--- config.mk ---
export PLATFORM = sky130hd
export DESIGN_NAME = dict_arbiter_flat
export DESIGN_NICKNAME = d
export VERILOG_FILES = /design/src/rtl/dict_arbiter_if.sv /design/src/rtl/dict_arbiter.sv /design/src/flat_wrapper.sv
export SDC_FILE = /design/constraint.sdc
export NUM_CORES = 1
export LEC_CHECK = 0
export ABC_CLOCK_PERIOD_IN_PS = 3200
export CORE_MARGIN = 3
export CORE_UTILIZATION = 30
export CTS_BUF_LIST = sky130_fd_sc_hd__clkbuf_16
export DETAILED_ROUTE_END_ITERATION = 10
export HOLD_SLACK_MARGIN = 0.08
export PLACE_DENSITY_LB_ADDON = 0.2
export SLEW_MARGIN = 20
export SYNTH_ARGS = -nofsm -noshare
export SYNTH_HDL_FRONTEND = slang
export SYNTH_SLANG_ARGS = --single-unit
--- constraint.sdc ---
create_clock -name i_clk -period 3.2 [get_ports i_clk]
set_input_delay 0.48 -clock i_clk [delete_from_list [all_inputs] [get_ports i_clk]]
set_output_delay 0.48 -clock i_clk [all_outputs]
set_load 0.005 [all_outputs]
--- src/rtl/dict_arbiter_if.sv ---
// dict_arbiter_if
//   Bundles the requester handshake and the dict-side signals of dict_arbiter.
//   Requester side : req, op, key, index, value (packed per requester, slot n in
//                    the n-th field), ack (one-hot pulse), err, rd_value, rd_index, busy.
//   Dict side      : dict_en, dict_op, dict_key, dict_index, dict_value toward the dict;
//                    dict_done, dict_rd_value, dict_rd_index back from it.
//   Modports       : slave  = the arbiter itself
//                    master = everything around it (requesters + dict)
interface dict_arbiter_if #(
    parameter int NUM_REQ  = 2,
    parameter int IDX_BITS = 4,
    parameter int KEY_BITS = 64,
    parameter int VAL_BITS = 32
);
    logic [NUM_REQ-1:0]          req;
    logic [3*NUM_REQ-1:0]        op;
    logic [KEY_BITS*NUM_REQ-1:0] key;
    logic [IDX_BITS*NUM_REQ-1:0] index;
    logic [VAL_BITS*NUM_REQ-1:0] value;

    logic [NUM_REQ-1:0]          ack;
    logic                        err;
    logic [VAL_BITS-1:0]         rd_value;
    logic [IDX_BITS-1:0]         rd_index;
    logic                        busy;

    logic                        dict_en;
    logic [2:0]                  dict_op;
    logic [KEY_BITS-1:0]         dict_key;
    logic [IDX_BITS-1:0]         dict_index;
    logic [VAL_BITS-1:0]         dict_value;
    logic                        dict_done;
    logic [VAL_BITS-1:0]         dict_rd_value;
    logic [IDX_BITS-1:0]         dict_rd_index;

    modport slave (
        input  req, op, key, index, value,
        output ack, err, rd_value, rd_index, busy,
        output dict_en, dict_op, dict_key, dict_index, dict_value,
        input  dict_done, dict_rd_value, dict_rd_index
    );

    modport master (
        output req, op, key, index, value,
        input  ack, err, rd_value, rd_index, busy,
        input  dict_en, dict_op, dict_key, dict_index, dict_value,
        output dict_done, dict_rd_value, dict_rd_index
    );
endinterface

--- src/rtl/dict_arbiter.sv ---
// dict_arbiter
//   Shares one dict between NUM_REQ requesters. Round-robin grant, latches the
//   winner's operands onto the dict inputs, holds dict_en for the op's fixed latency
//   (2 cycles for SET/GET/ENCODE, 1 for *_FAST), then checks dict_done and returns
//   the result with a one-cycle one-hot ack. Illegal ops (5-7) skip the dict and ack
//   with err.
// Ports
//   i_clk  : clock
//   i_rst  : synchronous active-high reset (aborts any transaction, no ack)
//   bus    : dict_arbiter_if.slave -- requester handshake and dict signals
module dict_arbiter #(
    parameter int NUM_REQ      = 2,
    parameter int ENTRIES      = 10,
    parameter int KEY_WIDTH    = 8,
    parameter int KEY_LENGTH   = 8,
    parameter int VALUE_WIDTH  = 32,
    parameter int VALUE_LENGTH = 1
) (
    input  logic           i_clk,
    input  logic           i_rst,
    dict_arbiter_if.slave  bus
);
    localparam int IDX_BITS = $clog2(ENTRIES);
    localparam int KEY_BITS = KEY_WIDTH * KEY_LENGTH;
    localparam int VAL_BITS = VALUE_WIDTH * VALUE_LENGTH;
    localparam int GNT_BITS = $clog2(NUM_REQ);
    localparam int PTR_W    = GNT_BITS + 1;

    localparam logic [2:0] OP_SET      = 3'd0;
    localparam logic [2:0] OP_GET      = 3'd1;
    localparam logic [2:0] OP_ENCODE   = 3'd2;
    localparam logic [2:0] OP_SET_FAST = 3'd3;
    localparam logic [2:0] OP_GET_FAST = 3'd4;

    localparam logic [1:0] IDLE  = 2'd0;
    localparam logic [1:0] ISSUE = 2'd1;
    localparam logic [1:0] CHECK = 2'd2;

    logic [1:0]          state;
    logic [1:0]          cnt;
    logic                err_pend;
    logic [GNT_BITS-1:0] grant;
    logic [GNT_BITS-1:0] rr_ptr;

    logic [NUM_REQ-1:0]  ack_q;
    logic                err_q;
    logic [VAL_BITS-1:0] value_q;
    logic [IDX_BITS-1:0] index_q;
    logic [2:0]          op_q;
    logic [KEY_BITS-1:0] key_q;
    logic [IDX_BITS-1:0] dict_index_q;
    logic [VAL_BITS-1:0] dict_value_q;

    logic                found;
    logic [GNT_BITS-1:0] pick;
    logic [PTR_W-1:0]    cand;
    logic [2:0]          sel_op;
    logic [KEY_BITS-1:0] sel_key;
    logic [IDX_BITS-1:0] sel_index;
    logic [VAL_BITS-1:0] sel_value;

    // Round-robin pick: first requesting slot at or after rr_ptr, then mux its operands.
    always_comb begin
        // NOTE: every variable gets a default before any conditional write, so no latch is inferred.
        found     = 1'b0;
        pick      = '0;
        cand      = '0;
        sel_op    = '0;
        sel_key   = '0;
        sel_index = '0;
        sel_value = '0;
        for (int k = 0; k < NUM_REQ; k++) begin
            cand = {1'b0, rr_ptr} + PTR_W'(k);
            if (cand >= PTR_W'(NUM_REQ)) cand = cand - PTR_W'(NUM_REQ);
            if (!found && bus.req[cand[GNT_BITS-1:0]]) begin
                found = 1'b1;
                pick  = cand[GNT_BITS-1:0];
            end
        end
        for (int n = 0; n < NUM_REQ; n++) begin
            if (pick == GNT_BITS'(n)) begin
                sel_op    = bus.op[3*n +: 3];
                sel_key   = bus.key[KEY_BITS*n +: KEY_BITS];
                sel_index = bus.index[IDX_BITS*n +: IDX_BITS];
                sel_value = bus.value[VAL_BITS*n +: VAL_BITS];
            end
        end
    end

    always_ff @(posedge i_clk) begin
        // NOTE: sequential state uses non-blocking assignments so every flop sees pre-edge values.
        if (i_rst) begin
            state        <= IDLE;
            cnt          <= '0;
            err_pend     <= 1'b0;
            grant        <= '0;
            rr_ptr       <= '0;
            ack_q        <= '0;
            err_q        <= 1'b0;
            value_q      <= '0;
            index_q      <= '0;
            op_q         <= '0;
            key_q        <= '0;
            dict_index_q <= '0;
            dict_value_q <= '0;
        end else begin
            ack_q <= '0;
            case (state)
                IDLE: begin
                    // The ack cycle is a rest cycle: the requester needs it to present
                    // fresh operands before it can be granted again.
                    if (found && ack_q == '0) begin
                        grant        <= pick;
                        op_q         <= sel_op;
                        key_q        <= sel_key;
                        dict_index_q <= sel_index;
                        dict_value_q <= sel_value;
                        if (sel_op > OP_GET_FAST) begin
                            cnt      <= 2'd0;
                            err_pend <= 1'b1;
                            state    <= CHECK;
                        end else begin
                            cnt   <= (sel_op == OP_SET_FAST || sel_op == OP_GET_FAST) ? 2'd1 : 2'd2;
                            state <= ISSUE;
                        end
                    end
                end
                ISSUE: begin
                    cnt <= cnt - 2'd1;
                    if (cnt == 2'd1) state <= CHECK;
                end
                CHECK: begin
                    ack_q <= NUM_REQ'(1) << grant;
                    err_q <= err_pend | ~bus.dict_done;
                    if (op_q == OP_GET || op_q == OP_GET_FAST) value_q <= bus.dict_rd_value;
                    if (op_q == OP_ENCODE) index_q <= bus.dict_rd_index;
                    rr_ptr   <= (grant == GNT_BITS'(NUM_REQ - 1)) ? '0 : grant + 1'b1;
                    err_pend <= 1'b0;
                    state    <= IDLE;
                end
                default: state <= IDLE;
            endcase
        end
    end

    // cnt is never 0 inside ISSUE, so enable tracks the state directly.
    assign bus.dict_en    = (state == ISSUE);
    assign bus.dict_op    = op_q;
    assign bus.dict_key   = key_q;
    assign bus.dict_index = dict_index_q;
    assign bus.dict_value = dict_value_q;
    assign bus.ack        = ack_q;
    assign bus.err        = err_q;
    assign bus.rd_value   = value_q;
    assign bus.rd_index   = index_q;
    assign bus.busy       = (state != IDLE);
endmodule

--- src/flat_wrapper.sv ---
// flat-port wrapper written by rule: the top's interface ports become plain ports
module dict_arbiter_flat 
#(
    parameter int NUM_REQ      = 2,
    parameter int ENTRIES      = 10,
    parameter int KEY_WIDTH    = 8,
    parameter int KEY_LENGTH   = 8,
    parameter int VALUE_WIDTH  = 32,
    parameter int VALUE_LENGTH = 1
)
  (i_clk, i_rst, bus_req, bus_op, bus_key, bus_index, bus_value, bus_ack, bus_err, bus_rd_value, bus_rd_index, bus_busy, bus_dict_en, bus_dict_op, bus_dict_key, bus_dict_index, bus_dict_value, bus_dict_done, bus_dict_rd_value, bus_dict_rd_index);
  dict_arbiter_if #(.NUM_REQ(NUM_REQ), .IDX_BITS((4)), .KEY_BITS((64)), .VAL_BITS((32))) bus_i ();
  input  logic i_clk;
  input  logic i_rst;
  input wire logic [$bits(bus_i.req)-1:0] bus_req;
  input wire logic [$bits(bus_i.op)-1:0] bus_op;
  input wire logic [$bits(bus_i.key)-1:0] bus_key;
  input wire logic [$bits(bus_i.index)-1:0] bus_index;
  input wire logic [$bits(bus_i.value)-1:0] bus_value;
  output wire logic [$bits(bus_i.ack)-1:0] bus_ack;
  output wire logic [$bits(bus_i.err)-1:0] bus_err;
  output wire logic [$bits(bus_i.rd_value)-1:0] bus_rd_value;
  output wire logic [$bits(bus_i.rd_index)-1:0] bus_rd_index;
  output wire logic [$bits(bus_i.busy)-1:0] bus_busy;
  output wire logic [$bits(bus_i.dict_en)-1:0] bus_dict_en;
  output wire logic [$bits(bus_i.dict_op)-1:0] bus_dict_op;
  output wire logic [$bits(bus_i.dict_key)-1:0] bus_dict_key;
  output wire logic [$bits(bus_i.dict_index)-1:0] bus_dict_index;
  output wire logic [$bits(bus_i.dict_value)-1:0] bus_dict_value;
  input wire logic [$bits(bus_i.dict_done)-1:0] bus_dict_done;
  input wire logic [$bits(bus_i.dict_rd_value)-1:0] bus_dict_rd_value;
  input wire logic [$bits(bus_i.dict_rd_index)-1:0] bus_dict_rd_index;
  assign bus_i.req = bus_req;
  assign bus_i.op = bus_op;
  assign bus_i.key = bus_key;
  assign bus_i.index = bus_index;
  assign bus_i.value = bus_value;
  assign bus_ack = bus_i.ack;
  assign bus_err = bus_i.err;
  assign bus_rd_value = bus_i.rd_value;
  assign bus_rd_index = bus_i.rd_index;
  assign bus_busy = bus_i.busy;
  assign bus_dict_en = bus_i.dict_en;
  assign bus_dict_op = bus_i.dict_op;
  assign bus_dict_key = bus_i.dict_key;
  assign bus_dict_index = bus_i.dict_index;
  assign bus_dict_value = bus_i.dict_value;
  assign bus_i.dict_done = bus_dict_done;
  assign bus_i.dict_rd_value = bus_dict_rd_value;
  assign bus_i.dict_rd_index = bus_dict_rd_index;
  dict_arbiter #(.NUM_REQ(NUM_REQ), .ENTRIES(ENTRIES), .KEY_WIDTH(KEY_WIDTH), .KEY_LENGTH(KEY_LENGTH), .VALUE_WIDTH(VALUE_WIDTH), .VALUE_LENGTH(VALUE_LENGTH)) u_core (.i_clk(i_clk), .i_rst(i_rst), .bus(bus_i));
endmodule
* Yosys cells after proc, flatten, opt, wreduce, memory -nomap -nowiden *
Cells that the tools add are included.

word-level totals
  input port bits = 247
  register bits after elaboration = 149

operators by class
  bitwise operators = 3
  shifts and indexed selects = 1
  muxes and demuxes = 26
  reduce and logical (&&, ||, !) cells = 17
  add/subtract/negate cells = 5
  equality and inequality tests = 11
  $lt $le $gt $ge = 5

operators by type and width
  operator               number
  $mux W64               1
  $mux W32               1
  $mux W1                13
  $mux W2                6
  $reduce_and A2 Y1      5
  $pmux W2 S2            2
  $eq A3 B2 Y1 const B   2
  $eq A3 B3 Y1 const B   2
  $ne A2 B1 Y1 const B   3
  $reduce_bool A2 Y1     3
  $eq A2 B1 Y1 const B   2
  $logic_not A2 Y1       2
  $lt A1 B2 Y1 const B   2
  $mux W4                1
  $eq A3 B1 Y1 const B   1
  $gt A3 B3 Y1 const B   1
  $mux W3                1
  $reduce_and A3 Y1      1
  $add A1 B1 Y2 const B  1
  $eq A2 B2 Y1 const B   1
  $ge A1 B2 Y1 const B   1
  $ge A2 B2 Y1 const B   1
  $logic_and A1 B1 Y1    2
  $logic_or A1 B1 Y1     2
  other kinds (9)        11

* Logic depth before layout (Yosys ltp) *
Gate-level depths: netlist of run 1.

  depth in word-level cells = 15
  gate-level depth with buffers = 7
  depth with buffers taken out = 5

* Worst setup path after synthesis of run 1 *
OpenSTA, ideal clock, no wires.

  path type = input port to flip-flop
  start = input port bus_req[0]
  end = register u_core.cnt[1]
  library setup time = 0.117 ns
  stages = 6
  path slack = 1.663 ns
  path buffers = 2
  data required time = 3.083 ns
  data arrival time = 1.420 ns
  cells stage by stage = nand2b_4 and2_1 buf_2 buf_2 a211o_1 a32o_1

on the way
  cells in the longest elaborated chain, start to end = 13
  elaborated cells between the ends (all ways) = 22

RTL lines
  item                                                 line                 text
  start: declaration                                   flat_wrapper.sv:15   input wire logic [$bits(bus_i.req)-1:0] bus_req;
  $mux W1 (implied by the code) (2 in series)          dict_arbiter.sv:75   if (!found && bus.req[cand[GNT_BITS-1:0]]) begin
  $mux W1                                              dict_arbiter.sv:75
  $logic_not A1 Y1                                     dict_arbiter.sv:75
  $logic_and A1 B1 Y1                                  dict_arbiter.sv:75
  $mux W1                                              dict_arbiter.sv:75
  $mux W3                                              dict_arbiter.sv:81   if (pick == GNT_BITS'(n)) begin
  $eq A3 B2 Y1 / $eq A3 B3 Y1 (equally long branches)  dict_arbiter.sv:123  cnt <= (sel_op == OP_SET_FAST || sel_op == OP_GET_FAST) ? 2'd1 : 2'd2;
  $logic_or A1 B1 Y1                                   dict_arbiter.sv:123
  $mux W2                                              dict_arbiter.sv:123
  $mux W2                                              dict_arbiter.sv:118  if (sel_op > OP_GET_FAST) begin
  $mux W2                                              dict_arbiter.sv:112  if (found && ack_q == '0) begin
  $pmux W2 S2                                          dict_arbiter.sv:108  case (state)
  end signal: assignment                               dict_arbiter.sv:123
  end signal: assignment                               dict_arbiter.sv:129  cnt <= cnt - 2'd1;
  end: declaration                                     dict_arbiter.sv:40   logic [1:0] cnt;

Several ways; a longest one is shown, not always the timed one. The select of a mux whose other input is x is not followed.
A chain may end at the register's enable or synchronous reset.

* Worst setup path after layout of run 1 *
  start = register u_core.state[1]
  end = output port bus_dict_en

on the way
  cells in the longest elaborated chain, start to end = 1

RTL lines
  item                      line                 text
  start: declaration        dict_arbiter.sv:39   logic [1:0] state;
  start signal: assignment  dict_arbiter.sv:93   state <= IDLE;
  start signal: assignment  dict_arbiter.sv:121  state <= CHECK;
  start signal: assignment  dict_arbiter.sv:124  state <= ISSUE;
  $eq A2 B1 Y1              dict_arbiter.sv:147  assign bus.dict_en = (state == ISSUE);
  end: declaration          flat_wrapper.sv:25   output wire logic [$bits(bus_i.dict_en)-1:0] bus_dict_en;

Every way passes these cells.

==> results of run 1 <==
-- Yosys cell counts (all sizes together), types with 2 or more instances --
| master | instances |
|---|---|
| a211oi | 2 |
| a21oi | 37 |
| a311oi | 104 |
| and2 | 2 |
| buf | 31 |
| clkbuf | 39 |
| dfxtp | 149 |
| inv | 4 |
| mux2i | 4 |
| nand2 | 275 |
| nand2b | 3 |
| nor2 | 114 |
| nor3 | 3 |
| or3 | 2 |
-- stage by stage --
step	cells	hold slack, ps
finish	1421	453
global route	1421	471
CTS	1421	457
detailed placement	1389	448
global placement	1389	441
floorplan	786	436
-- worst max-delay path, cell delays in order, from the launching register on --
cell and delay (ps):
dfxtp_1 360, nand2b_1 220, inv_1 130, clkdlybuf4s50_1 600
-- power groups by stage --
stage / clock (uW) / combinational, uW / sequential (uW)
after floorplan: 0 / 735 / 2300
after global placement: 0 / 1670 / 2290
after detailed placement: 0 / 1680 / 2290
after CTS: 2040 / 1690 / 2250
after global routing: 2120 / 1830 / 2280
final: 1970 / 1660 / 2250
-- how the worst max path moves through the flow --
| stage | endpoint | from | cells after the start |
|---|---|---|---|
| 5_1_grt | bus_dict_en | u_core.state[0] | 3 |
| 2_1_floorplan | u_core.cnt[1] | bus_req[0] | 6 |
| 6_report | bus_dict_en | u_core.state[1] | 3 |
| 4_1_cts | bus_dict_en | u_core.state[1] | 3 |
| 3_5_place_dp | u_core.bus.dict_key[26] | bus_req[1] | 6 |
| 3_3_place_gp | u_core.bus.dict_index[0] | bus_req[1] | 5 |
-- state kept, by name, indices dropped and copies added, names as in the netlist, 2 cells and up --
name,count
u_core.bus.rd_value,32
u_core.cnt,2
u_core.bus.dict_key,64
u_core.bus.dict_op,3
u_core.bus.ack,2
u_core.bus.dict_value,32
u_core.state,2
u_core.bus.rd_index,4
u_core.bus.dict_index,4
-- cells by family (layout without fill, tap and decap cells) --
| group | after synthesis | in the layout | share of synthesized area |
|---|---|---|---|
| flops | 149 | 149 | 0.476 |
| xor+xnor | 1 | 1 | 0.00140 |
| compound gates | 153 | 153 | 0.200 |
| buf+inv | 74 | 439 | 0.0617 |
| fa+ha+maj | 1 | 1 | 0.00200 |
| simple gates | 404 | 404 | 0.252 |
| mux | 4 | 4 | 0.00639 |
-- per-layer routing --
| metal | wire length, um | up-vias | global-route usage |
|---|---|---|---|
| li1 | - | 3405 | - |
| met1 | 8960 | 3074 | 0.224 |
| met2 | 11500 | 247 | 0.332 |
| met3 | 2040 | 23 | 0.0686 |
| met4 | 342 | 0 | 0.0499 |
| met5 | 0 | - | 0 |
-- placed cells by master (no fill, tap or decap), drive strengths merged, types with 2 or more instances in the layout --
cell type,synthesis,routed
a211oi,2,2
a21oi,37,37
a311oi,104,104
and2,2,2
buf,31,14
bufinv,0,2
clkbuf,39,17
clkdlybuf4s50,0,389
clkinv,0,4
clkinvlp,0,4
dfxtp,149,149
inv,4,9
mux2i,4,4
nand2,275,275
nand2b,3,3
nor2,114,114
nor3,3,3
or3,2,2
-- cell type report --
| cell class | instances | share of cell area |
|---|---|---|
| clock buffers | 17 | 0.0390 |
| clock inverters | 15 | 0.0141 |
| multi-input cells | 563 | 0.268 |
| well taps | 270 | 0.0310 |
| flip-flops and latches | 149 | 0.274 |
| inverters | 4 | 0.00138 |
| repair buffers | 403 | 0.373 |
==> flow_summary_export.csv, run 1 <==
group,metric,value,unit
synth,yosys_most_used_dff,"dfxtp_1",
route,dr_total_vias,6749,
synth,synth_top_area_cell,"dfxtp_1",
floorplan,core,20400,um^2
pwr,switching_power,1670,uW
critical_path,r2r-end,"u_core.bus.dict_key[61]",
pwr,p_total,5880,uW
placed_design,numPortBuffers,390,
pwr,power.share.switching,0.284,
sta,setup_viol,0,
pwr,p_int,4210,uW
layout,nFillCells,1925,
sta,period_needed,2190,ps
sta,fin_skew,9.47,ps
global_routing,grt_pass1_wl,34.2,mm
route,firstDrtPassIters,5,
sta,timing.final.crit_share,0.685,
global_routing,grt_max_degree,119,
critical_path,crit_type,"reg -> out",
synth,yosysUniqueCellTypes,36,
global_routing,grt_pass1_vias,6328,
sta,relSlewSlack,0.537,
pwr,p_per_area,540,nW/um^2
sta,tightest_slew,695,ps
synth,ys_ff_latch,149,
synth,syn_inst,786,
layout,final_nets,1386,
critical_path,endpoint_kind,"primary output",
synth,syn_nets,1034,
pwr,seqPwrFrac,0.382,
layout,multi_input_area,2920,um^2
global_routing,gr-total-overflow,0,
layout,area_growth,73.9,%
clocking,clk_path_buf_depth,2,
layout,drive_above_1_share,0.0530,
synth,async_flop_share,0,
synth,synth.area.top_cells,"dfxtp_1, nand2_1, a311oi_1",
global_routing,antenna_found_initial,0,
placed_design,post_dp_cell_area,10300,um^2
outcome,outcome,"complete, no violations",
layout,insertedDiodeCount,0,
critical_path,crit_fanout,5,
clocking,h-tree-depth,4,
floorplan,dieArea,22700,um^2
worst_hold_path,hold_path_startpoint,"u_core.bus.rd_value[11]",
sta,fmax,0.456,GHz
worst_hold_path,min_path_type,"reg -> reg",
clocking,cts_hold_buf,0,
floorplan,rows,52,
pwr,p_clk_frac,0.335,
route,ant_nets,0,
synth,synth_top_area_frac,0.476,
pwr,combPwrFrac,0.282,
job,maxCapViolCount,0,
clocking,postCtsSetupBuffers,0,
pwr,power.leakage,0.00407,uW
floorplan,die_h,151,um
floorplan,start_util,0.308,
critical_path,r2r_start,"u_core.state[1]",
critical_path,critPathRequiredTime,2720,ps
synth,syn_area,6270,um^2
synth,seq_area_frac_synth,0.476,
clocking,cts_resized,0,
route,drt_first_iter_violations,318,
route,wl,22.9,mm
route,viasPerCell,4.75,
route,drc,0,
critical_path,cp.arrival,1710,ps
layout,utilization,0.535,
clocking,clkLatencyLatePin,410,ps
clocking,clock-sinks,149,
route,wl_per_cell,16.1,um
worst_hold_path,hold_end,"u_core.bus.rd_value[11]",
critical_path,reg2reg_depth,5,
synth,avgSynthCellArea,7.97,um^2
clocking,cts_tree,"built",
synth,yosys_warnings,0,
clocking,clockRootBuffer,"clkbuf_16",
clocking,clkTransAtPathRegs,60,ps
placed_design,gp_congestion,0.787,
layout,final_area,10900,um^2
sta,rsz0062_at_grt,"no",
clocking,cts_buffers,17,
worst_hold_path,whs_path_depth,2,
placed_design,pre_cts_slack,676,ps
layout,seq_area,2980,um^2
sta,finalWorstSetupSlack,1010,ps
sta,fin_tns_setup,0,ps
critical_path,reg2reg_setup_slack,1340,ps
floorplan,die_x,151,um
floorplan,num_io_pins,391,
sta,hold_violations,0,
global_routing,grt_usage,0.191,
sta,final-max-slew-violation-count,0,
pwr,peakVddDrop,0.000346,V
critical_path,startpoint_type,"flop",
synth,synth_edf_count,0,
placed_design,dp_hpwl,16.5,mm
Note: power is estimated with default switching activity, not from simulation.
==> run 2: changes to the inputs <==
--- a/config.mk
+++ b/config.mk
@@ -5,7 +5,7 @@
 export SDC_FILE = /design/constraint.sdc
 export NUM_CORES = 1
 export LEC_CHECK = 0
-export ABC_CLOCK_PERIOD_IN_PS = 3200
+export ABC_CLOCK_PERIOD_IN_PS = 1830
 export CORE_MARGIN = 3
 export CORE_UTILIZATION = 30
 export CTS_BUF_LIST = sky130_fd_sc_hd__clkbuf_16
==> constraint.sdc (replaced) <==
create_clock -name i_clk -period 1.83 [get_ports i_clk]
set_input_delay 0.2745 -clock i_clk [delete_from_list [all_inputs] [get_ports i_clk]]
set_output_delay 0.2745 -clock i_clk [all_outputs]
set_load 0.005 [all_outputs]
==> run 2 against run 1 <==
Net effect: worst setup slack got worse by 910 ps; combinational power is 86% higher; count of clock-buffer cells in the layout is the same; wire length is 0.48% lower; design area up 2.4%; die area unchanged; register-to-register slack lost 1200 ps; worst hold slack got worse by 120 ps; clock power up 66%; critical path depth fell by 2; critical path type unchanged; critical endpoint is now bus_ack[1]; largest cell class unchanged; largest power group unchanged.
==> flow_summary_export.csv, run 2 (synthesis results as in run 1) <==
group,metric,value,unit
global_routing,met3_usage,0.0665,
sta,finalWorstSetupSlack,102,ps
critical_path,path_cells,"clkdlybuf4s50_1",
layout,seq_area,2980,um^2
layout,multi_input_area,2920,um^2
placed_design,pre_cts_slack,-231,ps
layout,final_nets,1408,
route,viasPerCell,4.73,
layout,area_growth,78.0,%
critical_path,critPathBufInv,1,
critical_path,crit_type,"reg -> out",
sta,period_needed,1730,ps
layout,drive_above_1_share,0.0725,
critical_path,slowest_delay,620,ps
sta,timing.final.crit_share,0.944,
floorplan,num_io_pins,391,
sta,fin_skew,11.4,ps
critical_path,critPathRequiredTime,1560,ps
critical_path,crit_fanout,4,
floorplan,core,20400,um^2
critical_path,reg2reg_setup_slack,140,ps
route,wl,22.8,mm
critical_path,crit_start,"u_core.bus.ack[1]",
sta,rsz0062_at_grt,"no",
floorplan,die_x,151,um
layout,insertedDiodeCount,0,
placed_design,dp_cells,1411,
critical_path,cp.arrival,1450,ps
route,drc,0,
layout,nFillCells,1948,
route,drt_first_iter_violations,227,
clocking,clkTransAtPathRegs,60,ps
route,firstDrtPassIters,4,
floorplan,rows,52,
floorplan,dieArea,22700,um^2
clocking,clockRootBuffer,"clkbuf_16",
clocking,clk_path_buf_depth,2,
global_routing,use_met1,0.215,
layout,layout_common_cells,"clkdlybuf4s50_1, nand2_1, dfxtp_1",
global_routing,grt_pass1_vias,6391,
route,wl_per_cell,15.8,um
clocking,clock-sinks,149,
sta,fmax,0.579,GHz
clocking,h-tree-depth,4,
pwr,peakVddDrop,0.000561,V
global_routing,grt_max_degree,50,
worst_hold_path,min_path_type,"in -> reg",
sta,hold_slack,332,ps
sta,relSlewSlack,0.661,
placed_design,dp_hpwl,17.0,mm
sta,hold_violations,0,
pwr,power.leakage,0.00421,uW
layout,largest_reg_flops,64,
clocking,cts_buffers,17,
critical_path,crit_family,"buffers and inverters",
worst_hold_path,hold_path_startpoint,"i_rst",
route,dr_total_vias,6827,
route,ant_nets,0,
clocking,cts_tree,"built",
sta,tightest_slew,509,ps
global_routing,grt_usage,0.192,
layout,fin_cells,1443,
placed_design,post_dp_cell_area,10600,um^2
clocking,postCtsSetupBuffers,0,
floorplan,die_h,151,um
clocking,clkLatencyLatePin,420,ps
pwr,p_per_area,923,nW/um^2
placed_design,numPortBuffers,390,
layout,mostFrequentLayoutCell,"clkdlybuf4s50_1",
job,maxCapViolCount,0,
critical_path,r2r_start,"u_core.state[1]",
global_routing,busiest_layer,"met2",
floorplan,start_util,0.308,
placed_design,gp_congestion,0.794,
critical_path,startpoint_type,"flop",
sta,setup_viol,0,
global_routing,antenna_found_initial,0,
global_routing,grt_pass1_wl,34.2,mm
critical_path,endpoint_kind,"primary output",
clocking,cts_hold_buf,0,
global_routing,grt_use_met2,0.339,
layout,final_area,11200,um^2
outcome,outcome,"complete, no violations",
critical_path,slowest_stage,"clkdlybuf4s50_1",
sta,final-max-slew-violation-count,0,
global_routing,gr-total-overflow,0,
==> run 2: cell count changes in the layout (fill, tap and decap cells not counted), sizes merged <==
cell,before,now
buf,14,36
inv,9,11
clkdlybuf4s50,389,387
dlygate4sd2,0,2
bufinv,2,0
==> run 2: what timing repair did <==
item / CTS / global route
hold endpoints to repair: 0 / 0
gates resized for setup: 2 / 1
endpoints found under the setup margin: 2 / 4
==> run 2: final timing paths <==
check	depth (start not counted)	to
worst max-delay path	1	bus_ack[1]
worst min-delay path	2	u_core.state[0]
worst max register to register	6	u_core.bus.dict_value[7]
worst min register to register	2	u_core.bus.rd_value[1]
==> run 2: routing by layer <==
| metal | wire, um | vias up |
|---|---|---|
| met5 | 0 | - |
| met4 | 452 | 0 |
| met3 | 2030 | 31 |
| met2 | 11400 | 252 |
| met1 | 8900 | 3088 |
| li1 | - | 3456 |
==> run 2: area by class of cell <==
class	count	area share
Inverter	4	0.00135
Tap cell	270	0.0303
Multi-Input combinational cell	563	0.262
Timing Repair Buffer	425	0.390
Sequential cell	149	0.268
Clock inverter	15	0.0109
Clock buffer	17	0.0382
==> run 2: power by group <==
part           leakage, uW  switching, uW  internal [uW]
logic              0.00272           1270           1820
clock network     0.000260           1500           1760
registers          0.00123            241           3690
total              0.00421           3020           7280
==> run 2: worst reg2reg max path: stages (launching register included) <==
cell and delay [ps]:
dfxtp_2 350, or2_4 280, nor3_4 240, buf_4 210, buf_12 180, nor2_1 60
a311oi_1 270
==> run 2: stage by stage <==
step           utilization  total power [uW]  TNS (ps)
2_1_floorplan            -              5310         0
3_3_place_gp         0.521              7120    -10640
3_5_place_dp         0.521              7140    -15950
4_1_cts              0.547             10400         0
5_1_grt              0.548             10900         0
6_report             0.548             10300         0
